**src/rtl/section_value_streamer.sv**
```systemverilog
// Steps the calculator's section index from 0 to NUM_SECT-1, shadows each section's
// lane bus, and streams the lanes one word per accepted valid/ready beat.
module section_value_streamer #(
  parameter int NUM_SECT = 16,
  parameter int LANES    = 30,
  parameter int WIDTH    = 18
) (
  input  logic                   clk,
  input  logic                   n_rst,
  input  logic                   start,
  input  logic [LANES*WIDTH-1:0] load_val,
  output logic [3:0]             sectnum,
  output logic [WIDTH-1:0]       out_data,
  output logic                   out_valid,
  input  logic                   out_ready,
  output logic [4:0]             out_lane,
  output logic [3:0]             out_sect,
  output logic                   out_last,
  output logic                   busy,
  output logic                   done
);

  typedef enum logic [1:0] {
    IDLE   = 2'd0,
    LOAD   = 2'd1,
    STREAM = 2'd2,
    DONE   = 2'd3
  } state_t;

  localparam logic [4:0] LAST_LANE = 5'(LANES - 1);
  localparam logic [3:0] LAST_SECT = 4'(NUM_SECT - 1);

  state_t                 state;
  logic [4:0]             lane;
  logic [LANES*WIDTH-1:0] shadow;
  logic [WIDTH-1:0]       lane_word [LANES];
  logic                   accept;

  assign accept = (state == STREAM) && out_ready;

  // NOTE: every register here uses non-blocking assignment so all state updates
  // see the pre-edge values; blocking assignments would create order-dependent races.
  always_ff @(posedge clk or negedge n_rst) begin
    if (!n_rst) begin
      state   <= IDLE;
      sectnum <= '0;
      lane    <= '0;
      // NOTE: the shadow is a plain register bank, not a RAM, so it is reset;
      // this is what makes out_data read 0 straight out of reset.
      shadow  <= '0;
    end else begin
      case (state)
        IDLE: begin
          if (start) begin
            sectnum <= '0;
            lane    <= '0;
            state   <= LOAD;
          end
        end
        LOAD: begin
          shadow <= load_val;
          state  <= STREAM;
        end
        STREAM: begin
          if (accept) begin
            if (lane != LAST_LANE) begin
              lane <= lane + 5'd1;
            end else if (sectnum != LAST_SECT) begin
              sectnum <= sectnum + 4'd1;
              lane    <= '0;
              state   <= LOAD;
            end else begin
              state <= DONE;
            end
          end
        end
        DONE:    state <= IDLE;
        default: state <= IDLE;
      endcase
    end
  end

  // Split the shadow into lanes so the output mux reads as a plain array index.
  always_comb begin
    for (int i = 0; i < LANES; i++) begin
      lane_word[i] = shadow[i*WIDTH +: WIDTH];
    end
  end

  // NOTE: out_data gets an explicit value on the out-of-range path so this
  // combinational mux can never infer a latch.
  always_comb begin
    out_data = '0;
    if (int'(lane) < LANES) begin
      out_data = lane_word[lane];
    end
  end

  // Everything below decodes registered state only; out_ready never reaches out_valid.
  assign out_valid = (state == STREAM);
  assign out_lane  = lane;
  assign out_sect  = sectnum;
  assign out_last  = (state == STREAM) && (lane == LAST_LANE) && (sectnum == LAST_SECT);
  assign busy      = (state != IDLE);
  assign done      = (state == DONE);

endmodule

```
**config.mk**
```make
export PLATFORM = sky130hd
export DESIGN_NAME = section_value_streamer
export DESIGN_NICKNAME = d
export VERILOG_FILES = /design/src/rtl/section_value_streamer.sv
export SDC_FILE = /design/constraint.sdc
export NUM_CORES = 1
export LEC_CHECK = 0
export CORE_AREA = 2 2 224 226
export CTS_CLUSTER_SIZE = 20
export DETAILED_ROUTE_END_ITERATION = 6
export DIE_AREA = 0 0 226 228
export PLACE_DENSITY = 0.77
export SKIP_LAST_GASP = 1
export SLEW_MARGIN = 20
export SYNTH_ARGS = -nofsm -noshare
export SYNTH_HDL_FRONTEND = slang
export SYNTH_SLANG_ARGS = --single-unit
```
**constraint.sdc**
```tcl
create_clock -name clk -period 3.93 [get_ports clk]
set_input_delay 0.5895 -clock clk [delete_from_list [all_inputs] [get_ports clk]]
set_output_delay 0.5895 -clock clk [all_outputs]
set_load 0.05 [all_outputs]
```
# After elaboration in Yosys (flattened, before gate mapping)
# Index checks and enable logic that the tools add are counted.
dict set report word_totals {
  regBits 551
  inputBits 544
}
dict set report op_classes {
  addsub 2
  magnitude_cmp 2
  n_eq_ne 12
  mux 19
  n_bitwise 1
  n_reduce_logical 9
}
# cell n
set ops {}
lappend ops {{$bmux 18 s5} 1}
lappend ops {{$mux 18} 3}
lappend ops {{$mux 5} 4}
lappend ops {{$mux 4} 4}
lappend ops {{$pmux 5 s2} 1}
lappend ops {{$mux 2} 4}
lappend ops {{$pmux 2 s4} 1}
lappend ops {{$pmux 4 s2} 1}
lappend ops {{$ge 6x6->1 const B} 1}
lappend ops {{$not 5->6} 1}
lappend ops {{$add 5x1->5 const B} 1}
lappend ops {{$eq 5x5->1 const B} 1}
lappend ops {{$lt 5x5->1 const B} 1}
lappend ops {{$ne 5x5->1 const B} 1}
lappend ops {{$reduce_and 5->1} 1}
lappend ops {{$add 4x1->4 const B} 1}
lappend ops {{$eq 2x2->1 const B} 2}
lappend ops {{$eq 4x4->1 const B} 1}
lappend ops {{$ne 2x1->1 const B} 2}
lappend ops {{$ne 2x2->1 const B} 2}
lappend ops {{$ne 4x4->1 const B} 1}
lappend ops {{$reduce_and 4->1} 1}
lappend ops {{$reduce_bool 2->1} 2}
lappend ops {{$logic_and 1x1->1} 3}
lappend ops {{4 further kinds} 4}

# Depth between registers and ports, before layout
dict set report logic_depth {
  word_depth 5
  ltp_mapped 9
}

# Worst setup path before layout
# Ideal clock, no wire load.
dict set report synth_timing {
  kind {reg2out}
  from {reg lane[1] (netlist: out_lane[1])}
  to {out out_last}
  t_arrival_ns 3.284
  t_required_ns 3.340
  setup_slack_ns 0.056
  path_stages_with_launch 8
  n_path_buf 3
  path_cell_list {dfrtp_1 > buf_2 > buf_4 > buf_2 > inv_1 > ha_1 > nand4_1 > nor4b_1}
}
dict set report synth_via {
  elab_chain_len 3
}
# item line
set synth_lines {}
lappend synth_lines {{start: declaration} 34} ;# logic [4:0] lane;
lappend synth_lines {{start signal: assignment} 67} ;# lane <= lane + 5'd1;
lappend synth_lines {{$eq 5x5->1} 103} ;# assign out_last = (state == STREAM) && (lane == LAST_LANE) && (sectnum == LAST_SECT);
lappend synth_lines {{$logic_and 1x1->1 (2 in series)} 103}
lappend synth_lines {{end: declaration} 18} ;# output logic out_last,
# No other way between the ends.

# Worst setup path in the final report
dict set report layout_timing {
  from {reg lane[1] (netlist: out_lane[1])}
  to {out out_data[8]}
}
dict set report layout_via {
  elab_chain_len 5
  elab_cells_between_ends 6
  cone_classes {order compare: 1; mux: 4; bitwise: 1}
}
# item line
set layout_lines {}
lappend layout_lines {{$not 5->6 (implied by the code)} 95} ;# out_data = lane_word[lane];
lappend layout_lines {{$bmux 18 s5} 95}
lappend layout_lines {{$mux 18 (implied by the code) (2 in series)} 95}
lappend layout_lines {{$mux 18 *} 94} ;# if (int'(lane) < LANES) begin
lappend layout_lines {{end: declaration} 13} ;# output logic [WIDTH-1:0] out_data,
# Mark *: on every way between the ends. The rest lies on a longest branch, timed or not. The select of a mux whose other input is x is not followed.

==> qor.txt <==
Synth Area in XOR/XNOR - 0
Fin. max-slew vios - 0
Synthesized area - 25120 um^2
Most frequent cell after synthesis - dfrtp_1
First-pass GRT wire length - 115900 um
Die area - 51530 um^2
H-tree depth - 2
Setup Crit Path Kind - register to output pin
Final Hold Fails - 4
Min Tclk post-route - 3.945 ns
Wire length per cell - 27.14 um
Global-route usage over all layers - 0.3077
Fin util - 0.6867
Synth area leader - dfrtp_1
RSZ-0062 raised after global routing - yes
Layout cells sized above 1 - 0.3576
Placed Cells - 2812
NumNets Final - 2753
Unique cell type count in the Yosys netlist - 47
Tcrit/Tclk final - 1.004
Sequential area share after synthesis - 0.5490
Power Density - 865.4 nW/um^2
Mean post-synth cell area - 15.20 um^2
Synthesis Warnings - 0
Core footprint - 49350 um^2
Routed Antenna Nets - 0
WHS - -0.01873 ns
DRC viols - 0
Routability cong. - 0.8942
Die Wd - 226 um
Worst relative slew slack - 0.2717
Post-synth top area share - 0.5490
Max Fclk - 253.5 MHz
WP data arrival - 3.36 ns
Fin area - 33890 um^2
Post-synthesis mux area share - 0.3584
Peak supply drop - 0.5023 mV
Synth top area cells - dfrtp_1, mux2_2, mux4_2
Vias - 16.98k
Largest net degree at the start of global routing - 173
Number of antenna violations at the first check in global routing - 25
Post-Layout Cell Count - 2941
Clock Sinks - 551
Post-Route WL - 79820 um
Post-synthesis adder-cell area fraction - 0.001495
CTS tree - yes
Cts hold-fix bufs - 0
Initial detailed-routing violation count - 1192
Row cnt - 82
Initial Util - 0.5089
Drt first pass iters - 5
Layout area overhead - 34.93%
CP Max Fanout - 14
Clk Tree Root Cell - clkbuf_16
Final setup vio count - 1
Post-synth ARST share - 1.000
Cts bufs inserted - 58
Req. time, crit path - 3.34 ns
Failing checks - negative hold slack, negative setup slack
Outcome - finished, violations left
Clock Path Buffers - 3
Yosys reg bits - 551
Compound-Gate Fraction of Synth Area - 0.04728
Reg clk slew, reported paths - 0.06 ns
I/O pins - 579
Syn nets - 2199
Worst-margin pin slew - 1.092 ns
Worst Slack Setup Final - -0.01480 ns
Via density - 5.774
Max Cap Violations - 0
GRT overflow - 0
CP Launch Type - register
Hold crit path type - input pin to asynchronous set/reset pin
Simple-gate area share of the yosys netlist - 0.01161
Port Buffers - 578
Most common library cells after synthesis - dfrtp_1, mux2_2, mux2i_1
DP Area - 31600 um^2
Worst Clk Skew - 0.009380 ns
Syn Inst Count - 1652
Static Leak - 13.48 nW
Top FF cell, synth - dfrtp_1
Post-synth EDFFs - 0
Post-DP HPWL - 58820 um
Latest clock arrival within the worst-skew pair - 0.61 ns
Vias in the first global route - 18.17k
Main combinational cell family by area after synthesis - multiplexers
CP Capture Type - output pin
Die Y-Extent - 228 um
## worst paths after layout
check,start,end,slack (ns),depth (start not counted)
worst max register to register,state[0],shadow[138],1.39,4
max in group asynchronous,n_rst,shadow[427],2.82,2
worst min register to register,shadow[380],shadow[380],0.50,1
worst max-delay path,out_lane[1],out_data[8],-0.01,6
min in group clk,shadow[380],shadow[380],0.50,1
worst min-delay path,n_rst,shadow[217],-0.02,1
## registers in the layout, indices dropped and copies added, names as in the netlist
register / count
out_lane: 5
out_sect: 4
shadow: 540
state: 2
## metrics by stage
step	total power, mW	TNS, ns	worst slack, ns
2_1_floorplan	18.27	0	0.05623
3_3_place_gp	22.71	0	0.5802
3_5_place_dp	23.09	0	0.5815
4_1_cts	29.32	-0.01340	-0.01340
5_1_grt	30.56	-0.2743	-0.08355
6_report	29.33	-0.01480	-0.01480
## per-layer routing
metal | track usage | wire length [um] | vias up
met4 | 0.1186 | 3001 | 16
met1 | 0.3810 | 31130 | 8801
met3 | 0.07702 | 6004 | 153
met2 | 0.5188 | 39570 | 671
met5 | 0 | 109 | -
li1 | - | - | 7341
## cell families after synthesis
group | after synthesis
fa+ha+maj | 3
compound gates | 174
mux | 739
buf+inv | 134
flops | 551
simple gates | 51
## report_power, final
part | internal (mW) | leakage [nW] | switching [mW] | total [mW]
Clock | 3.79 | 1.06 | 2.29 | 6.08
Sequential | 8.61 | 6.52 | 1.82 | 10.4
Combinational | 6.68 | 5.90 | 6.15 | 12.8
## area by class of cell
class	instances	area (um^2)
Inverter	6	22.52
Multi-Input combinational cell	968	10580
Antenna cell	15	37.54
Sequential cell	551	13800
Clock buffer	83	1707
Clock inverter	25	431.7
Tap cell	672	840.8
Fill cell	3436	15460
Timing Repair Buffer	621	6469
## what timing repair did
action	CTS	global route
endpoints found under the hold margin	0	0
gates resized for setup	4	5
buffers inserted	4	0
pin swaps	0	0
setup endpoints to repair	6	13
gates cloned	1	1
## critical path, cell delays in order, from the launching register on
cell and delay (ns):
dfrtp_4 0.56, buf_4 0.31, mux2i_1 0.11, a221oi_1 0.58, o21ai_0 0.43, a22oi_1 0.54
buf_12 0.20
## cells in the final DEF, fill, tap and decap left out, types with 4 or more instances in the layout
cell type          n
o21ai_1            9
nor2b_1            4
mux2i_1          123
clkdlybuf4s50_1  559
clkbuf_16         60
clkbuf_1          10
nand2_1            7
nor4_1             4
dfrtp_1          547
mux2_2           542
and2_1             4
a221oi_1          33
inv_1              5
o22ai_1           18
clkbuf_8          14
a211oi_1           6
clkinv_2          11
o21ai_0           44
a211oi_2          12
nor2_1             4
buf_4             30
a22oi_1           14
a21oi_1           23
mux4_2            74
bufinv_16         12
nand3_1            8
buf_12            29
diode_2           15
No activity file was read; power rests on OpenSTA's default activity.
